===== config.mk =====
export PLATFORM = sky130hd
export DESIGN_NAME = regfile_scoreboard
export DESIGN_NICKNAME = d
export VERILOG_FILES = /design/src/rtl/regfile_scoreboard.sv
export SDC_FILE = /design/constraint.sdc
export NUM_CORES = 1
export LEC_CHECK = 0
export ABC_AREA = 1
export CELL_PAD_IN_SITES_DETAIL_PLACEMENT = 1
export CELL_PAD_IN_SITES_GLOBAL_PLACEMENT = 1
export CORE_MARGIN = 2
export CORE_UTILIZATION = 48
export CTS_CLUSTER_DIAMETER = 150
export DETAILED_ROUTE_END_ITERATION = 10
export PLACE_DENSITY_LB_ADDON = 0.25
export SLEW_MARGIN = 10
export SYNTH_ARGS = -nofsm -noshare
export SYNTH_HDL_FRONTEND = slang
export SYNTH_SLANG_ARGS = --single-unit

===== constraint.sdc =====
create_clock -name clk -period 3.45 [get_ports clk]
set_input_delay 0.5175 -clock clk [delete_from_list [all_inputs] [get_ports clk]]
set_output_delay 0.5175 -clock clk [all_outputs]
set_load 0.005 [all_outputs]

===== src/rtl/regfile_scoreboard.sv =====
// Two-read/one-write register file with a per-register pending (scoreboard) bit
// and a sequential clear engine that zeroes one register per cycle.
module regfile_scoreboard #(
    parameter int DATA_WIDTH = 16,
    parameter int ADDR_WIDTH = 5,
    parameter bit ZERO_REG   = 1'b1
) (
    input  logic                  clk,
    input  logic                  rst,
    input  logic [ADDR_WIDTH-1:0] regAddrA,
    input  logic [ADDR_WIDTH-1:0] regAddrB,
    input  logic                  regReA,
    input  logic                  regReB,
    input  logic [ADDR_WIDTH-1:0] regAddrD,
    input  logic                  regWeD,
    input  logic [DATA_WIDTH-1:0] busD,
    input  logic                  reserveEn,
    input  logic [ADDR_WIDTH-1:0] reserveAddr,
    input  logic                  clearReq,
    output logic [DATA_WIDTH-1:0] busA,
    output logic [DATA_WIDTH-1:0] busB,
    output logic                  validA,
    output logic                  validB,
    output logic                  busy
);

    localparam int NUM_REGS = 2 ** ADDR_WIDTH;
    localparam logic [ADDR_WIDTH-1:0] LAST_ADDR = ADDR_WIDTH'(NUM_REGS - 1);

    typedef enum logic {IDLE, CLEAR} state_t;

    state_t                  state_q;
    logic [ADDR_WIDTH-1:0]   cnt_q;
    logic [DATA_WIDTH-1:0]   regs_q [NUM_REGS];
    logic [NUM_REGS-1:0]     pend_q;
    logic [NUM_REGS-1:0]     pend_d;
    logic [DATA_WIDTH-1:0]   busA_q, busB_q;
    logic                    validA_q, validB_q;

    logic                    idle;
    logic                    we_eff;
    logic                    res_eff;
    logic                    clear_last;
    logic [DATA_WIDTH-1:0]   rd_a, rd_b;

    always_comb begin
        idle       = (state_q == IDLE);
        we_eff     = idle && regWeD && !(ZERO_REG && (regAddrD == '0));
        res_eff    = idle && reserveEn && !(ZERO_REG && (reserveAddr == '0));
        clear_last = !idle && (cnt_q == LAST_ADDR);

        // Reservation is applied after the write so a same-edge pair leaves the bit set.
        pend_d = pend_q;
        if (we_eff) pend_d[regAddrD] = 1'b0;
        if (res_eff) pend_d[reserveAddr] = 1'b1;
        if (clear_last) pend_d = '0;

        // Reads observe the post-edge value, so a same-edge write is bypassed.
        rd_a = (we_eff && (regAddrA == regAddrD)) ? busD : regs_q[regAddrA];
        rd_b = (we_eff && (regAddrB == regAddrD)) ? busD : regs_q[regAddrB];
    end

    always_ff @(posedge clk) begin
        if (rst) begin
            for (int i = 0; i < NUM_REGS; i++) regs_q[i] <= '0;
            pend_q   <= '0;
            state_q  <= IDLE;
            cnt_q    <= '0;
            busA_q   <= '0;
            busB_q   <= '0;
            validA_q <= 1'b0;
            validB_q <= 1'b0;
        end else begin
            pend_q <= pend_d;
            if (we_eff) regs_q[regAddrD] <= busD;

            busA_q   <= (idle && regReA) ? rd_a : '0;
            busB_q   <= (idle && regReB) ? rd_b : '0;
            validA_q <= idle && regReA && !pend_d[regAddrA];
            validB_q <= idle && regReB && !pend_d[regAddrB];

            case (state_q)
                IDLE: begin
                    if (clearReq) begin
                        state_q <= CLEAR;
                        cnt_q   <= '0;
                    end
                end
                CLEAR: begin
                    regs_q[cnt_q] <= '0;
                    if (clear_last) begin
                        state_q <= IDLE;
                        cnt_q   <= '0;
                    end else begin
                        cnt_q <= cnt_q + ADDR_WIDTH'(1);
                    end
                end
                default: state_q <= IDLE;
            endcase
        end
    end

    assign busA   = busA_q;
    assign busB   = busB_q;
    assign validA = validA_q;
    assign validB = validB_q;
    assign busy   = (state_q == CLEAR);

endmodule

==> flow_summary.yaml <==
status:
  status: "finished clean"
grt:
  grt_pass1_vias: 31534
  grt_max_degree: 102
  antenna_found_initial: 0
  grt_pass1_wl_um: 194000
  grt_util_all_layers_pct: 38.6
  grt_overflow: 0
min_path:
  min_path_type: "flip-flop to flip-flop"
setup_path:
  cp_max_fo: 17
  cp_slowest_cell: "dfxtp_1"
  critPathBufInv: 3
  required_ns: 3.73
  cp.arrival_ns: 2.94
  crit_path_end_kind: "flip-flop"
  cpLargestDelayFamily: "simple AND/OR/NAND/NOR gates"
  critPathKind: "flip-flop to flip-flop"
  path_cells: "nand2_4, o21ai_4, inv_1, nor3_2, buf_4, nand2_4, nand2_1, buf_4"
  critPathLaunchType: "flip-flop"
  cp_slowest_stage_delay_ns: 0.52
floorplanning:
  rows: 93
  die_h_um: 258
  dieArea_mm2: 0.0666
  initial_core_util_pct: 48.3
  io_pins: 78
  core_mm2: 0.0641
  die_x_um: 258
drt:
  vias: 30793
  vias_per_cell: 6.79
  routed_wl_um: 130000
  drt_iter0_markers: 4149
  antenna_left: 0
  drcViolationCount: 0
  first_pass_iters: 6
  post_drt_wl_per_cell_um: 28.8
cts:
  cts-htree-levels: 3
  cts_buffers: 69
  cts_buffer_depth: 3
  cts_root_buffer: "clkbuf_16"
  cts_hold_buf: 0
  clock_sinks: 584
  path_clk_slew_ns: 0.06
  cts_resized: 0
  cts_tree: "yes"
  post-cts-setup-buffers: 0
  insertion_delay_ns: 0.62
synth:
  async_flop_share_pct: 0
  synth.most_common_cell: "nor2_1"
  synth_cells: 3616
  synth_edf_count: 512
  ys.flop_type: "edfxtp_1"
  yosysTopAreaCell: "edfxtp_1"
  ys_types: 36
  synthTopCellsByCount: "nor2_1, o21ai_0, edfxtp_1"
  ys_ff_latch: 584
  synth_top_area_share_pct: 49.6
  syn_area_mm2: 0.0310
  ys_seq_area_share_pct: 54.3
  yosys_warnings: 0
  synth.avg_cell_area_um2: 8.57
  synth_top_cells_by_area: "edfxtp_1, nor2_1, o21ai_0, o221ai_1, nand2_1"
final_layout:
  final_nets: 3673
  n_antenna_cell: 0
  drive_above_1_share_pct: 9.51
  final_cells: 4535
  syn_to_final_growth_pct: 14.4
timing:
  fmax_mhz: 375
  drv_slew: 0
  hold_viol: 0
  setup_viol: 0
  hold_ws_ns: 0.485
  max-slew-margin-rel_pct: 52.6
  period_needed_ns: 2.66
  setup_slack_ns: 0.786
  worst_slew_pin_slew_ns: 0.707
  skew_ns: 0.0279
  final.period_utilization_pct: 77.2
  grt_setup_unrepaired: "no"
  fin_tns_setup_ns: 0
place:
  dp_hpwl_um: 84100
  gp_congestion: 0.934
  portBuffers: 77
  dp_slack_ns: 0.290
  dp_cells: 4412
pwr:
  pwr_density_cell_mw_per_mm2: 500
  cellLeakagePower_nw: 13.5
  vdd_ir_drop_max_mv: 0.297
flow_run:
  cap_violations: 0
-- layout make-up --
class / count / area (um^2)
Fill cell: 7403 / 28700
Sequential cell: 584 / 16800
Multi-Input combinational cell: 2643 / 12700
Timing Repair Buffer: 258 / 2440
Clock buffer: 92 / 1940
Tap cell: 855 / 1070
Inverter: 72 / 290
Clock inverter: 31 / 240
-- sequential cells by signal (all words and copies together) (netlist names) --
name,flops
busB,16
validA,1
pend_q,32
regs_q,512
validB,1
busy,1
cnt_q,5
busA,16
-- worst register-to-register path, cell delays in order, from the launching register on --
cell and delay, ns:
dfxtp_1 0.52, nand2_4 0.21, o21ai_4 0.39, inv_1 0.19
nor3_2 0.23, buf_4 0.22, nand2_4 0.18, nand2_1 0.12
buf_4 0.29
-- report_power, final --
group	internal (mW)	leakage (nW)	total (mW)	switching, mW
clock	4.17	1.07	7.22	3.05
sequential	7.95	5.87	8.13	0.181
combinational	0.653	6.54	2.39	1.73
total	12.8	13.5	17.7	4.97
-- routing by layer --
layer / up-vias / GRT usage [%] / wire, um
met5: - / 0 / 0
met3: 536 / 8.22 / 15400
met4: 0 / 22.8 / 7680
met2: 2326 / 59.8 / 58900
li1: 12721 / - / -
met1: 15210 / 50.2 / 48500
-- cells in the final DEF, fill, tap and decap left out, types with 4 or more instances in the layout --
master           count
clkinv_4             4
a21oi_1             63
clkinv_2            10
nand4_1              9
buf_12              25
clkinv_1            13
xor2_1               9
o221ai_1           188
nor3_2               7
inv_1               59
edfxtp_1           512
inv_2                7
nor2_2              11
o211ai_1            16
clkbuf_16           72
nand2_4             17
clkbuf_1            14
clkdlybuf4s50_1     71
a211oi_1             5
clkbuf_8             8
buf_4              160
o21ai_4              5
nand2_1            400
nand3_1            208
a32o_1              12
a31oi_1             20
dfxtp_1             72
nor2_1            1019
o22ai_1             34
nor3_1               5
conb_1              16
o21ai_0            575
nand2_2             10
-- stage by stage --
stage	instance area [um^2]	utilization (%)	total power [mW]
6_report	35500	55.3	17.7
5_1_grt	35500	55.3	18.1
4_1_cts	35500	55.3	17.6
3_5_place_dp	33300	51.9	10.5
3_3_place_gp	33300	51.9	10.4
2_1_floorplan	31000	-	9.45
-- path summary, 6_finish.rpt --
check	end	depth (start not counted)	start	slack, ns
setup / recovery	regs_q[1][14]	8	busy	0.79
hold / removal	pend_q[0]	2	pend_q[0]	0.48
setup reg to reg	regs_q[1][14]	8	busy	0.79
hold reg to reg	pend_q[0]	2	pend_q[0]	0.48
-- logic make-up after synthesis --
kind of cell	Yosys count	share of synthesized area, %
fa+ha+maj	2	0.0807
compound gates	924	18.1
buf+inv	404	5.03
other cells	1	0.0121
flops	584	54.3
simple gates	1692	22.3
xor+xnor	9	0.254
No activity file was read; power rests on OpenSTA's default activity.
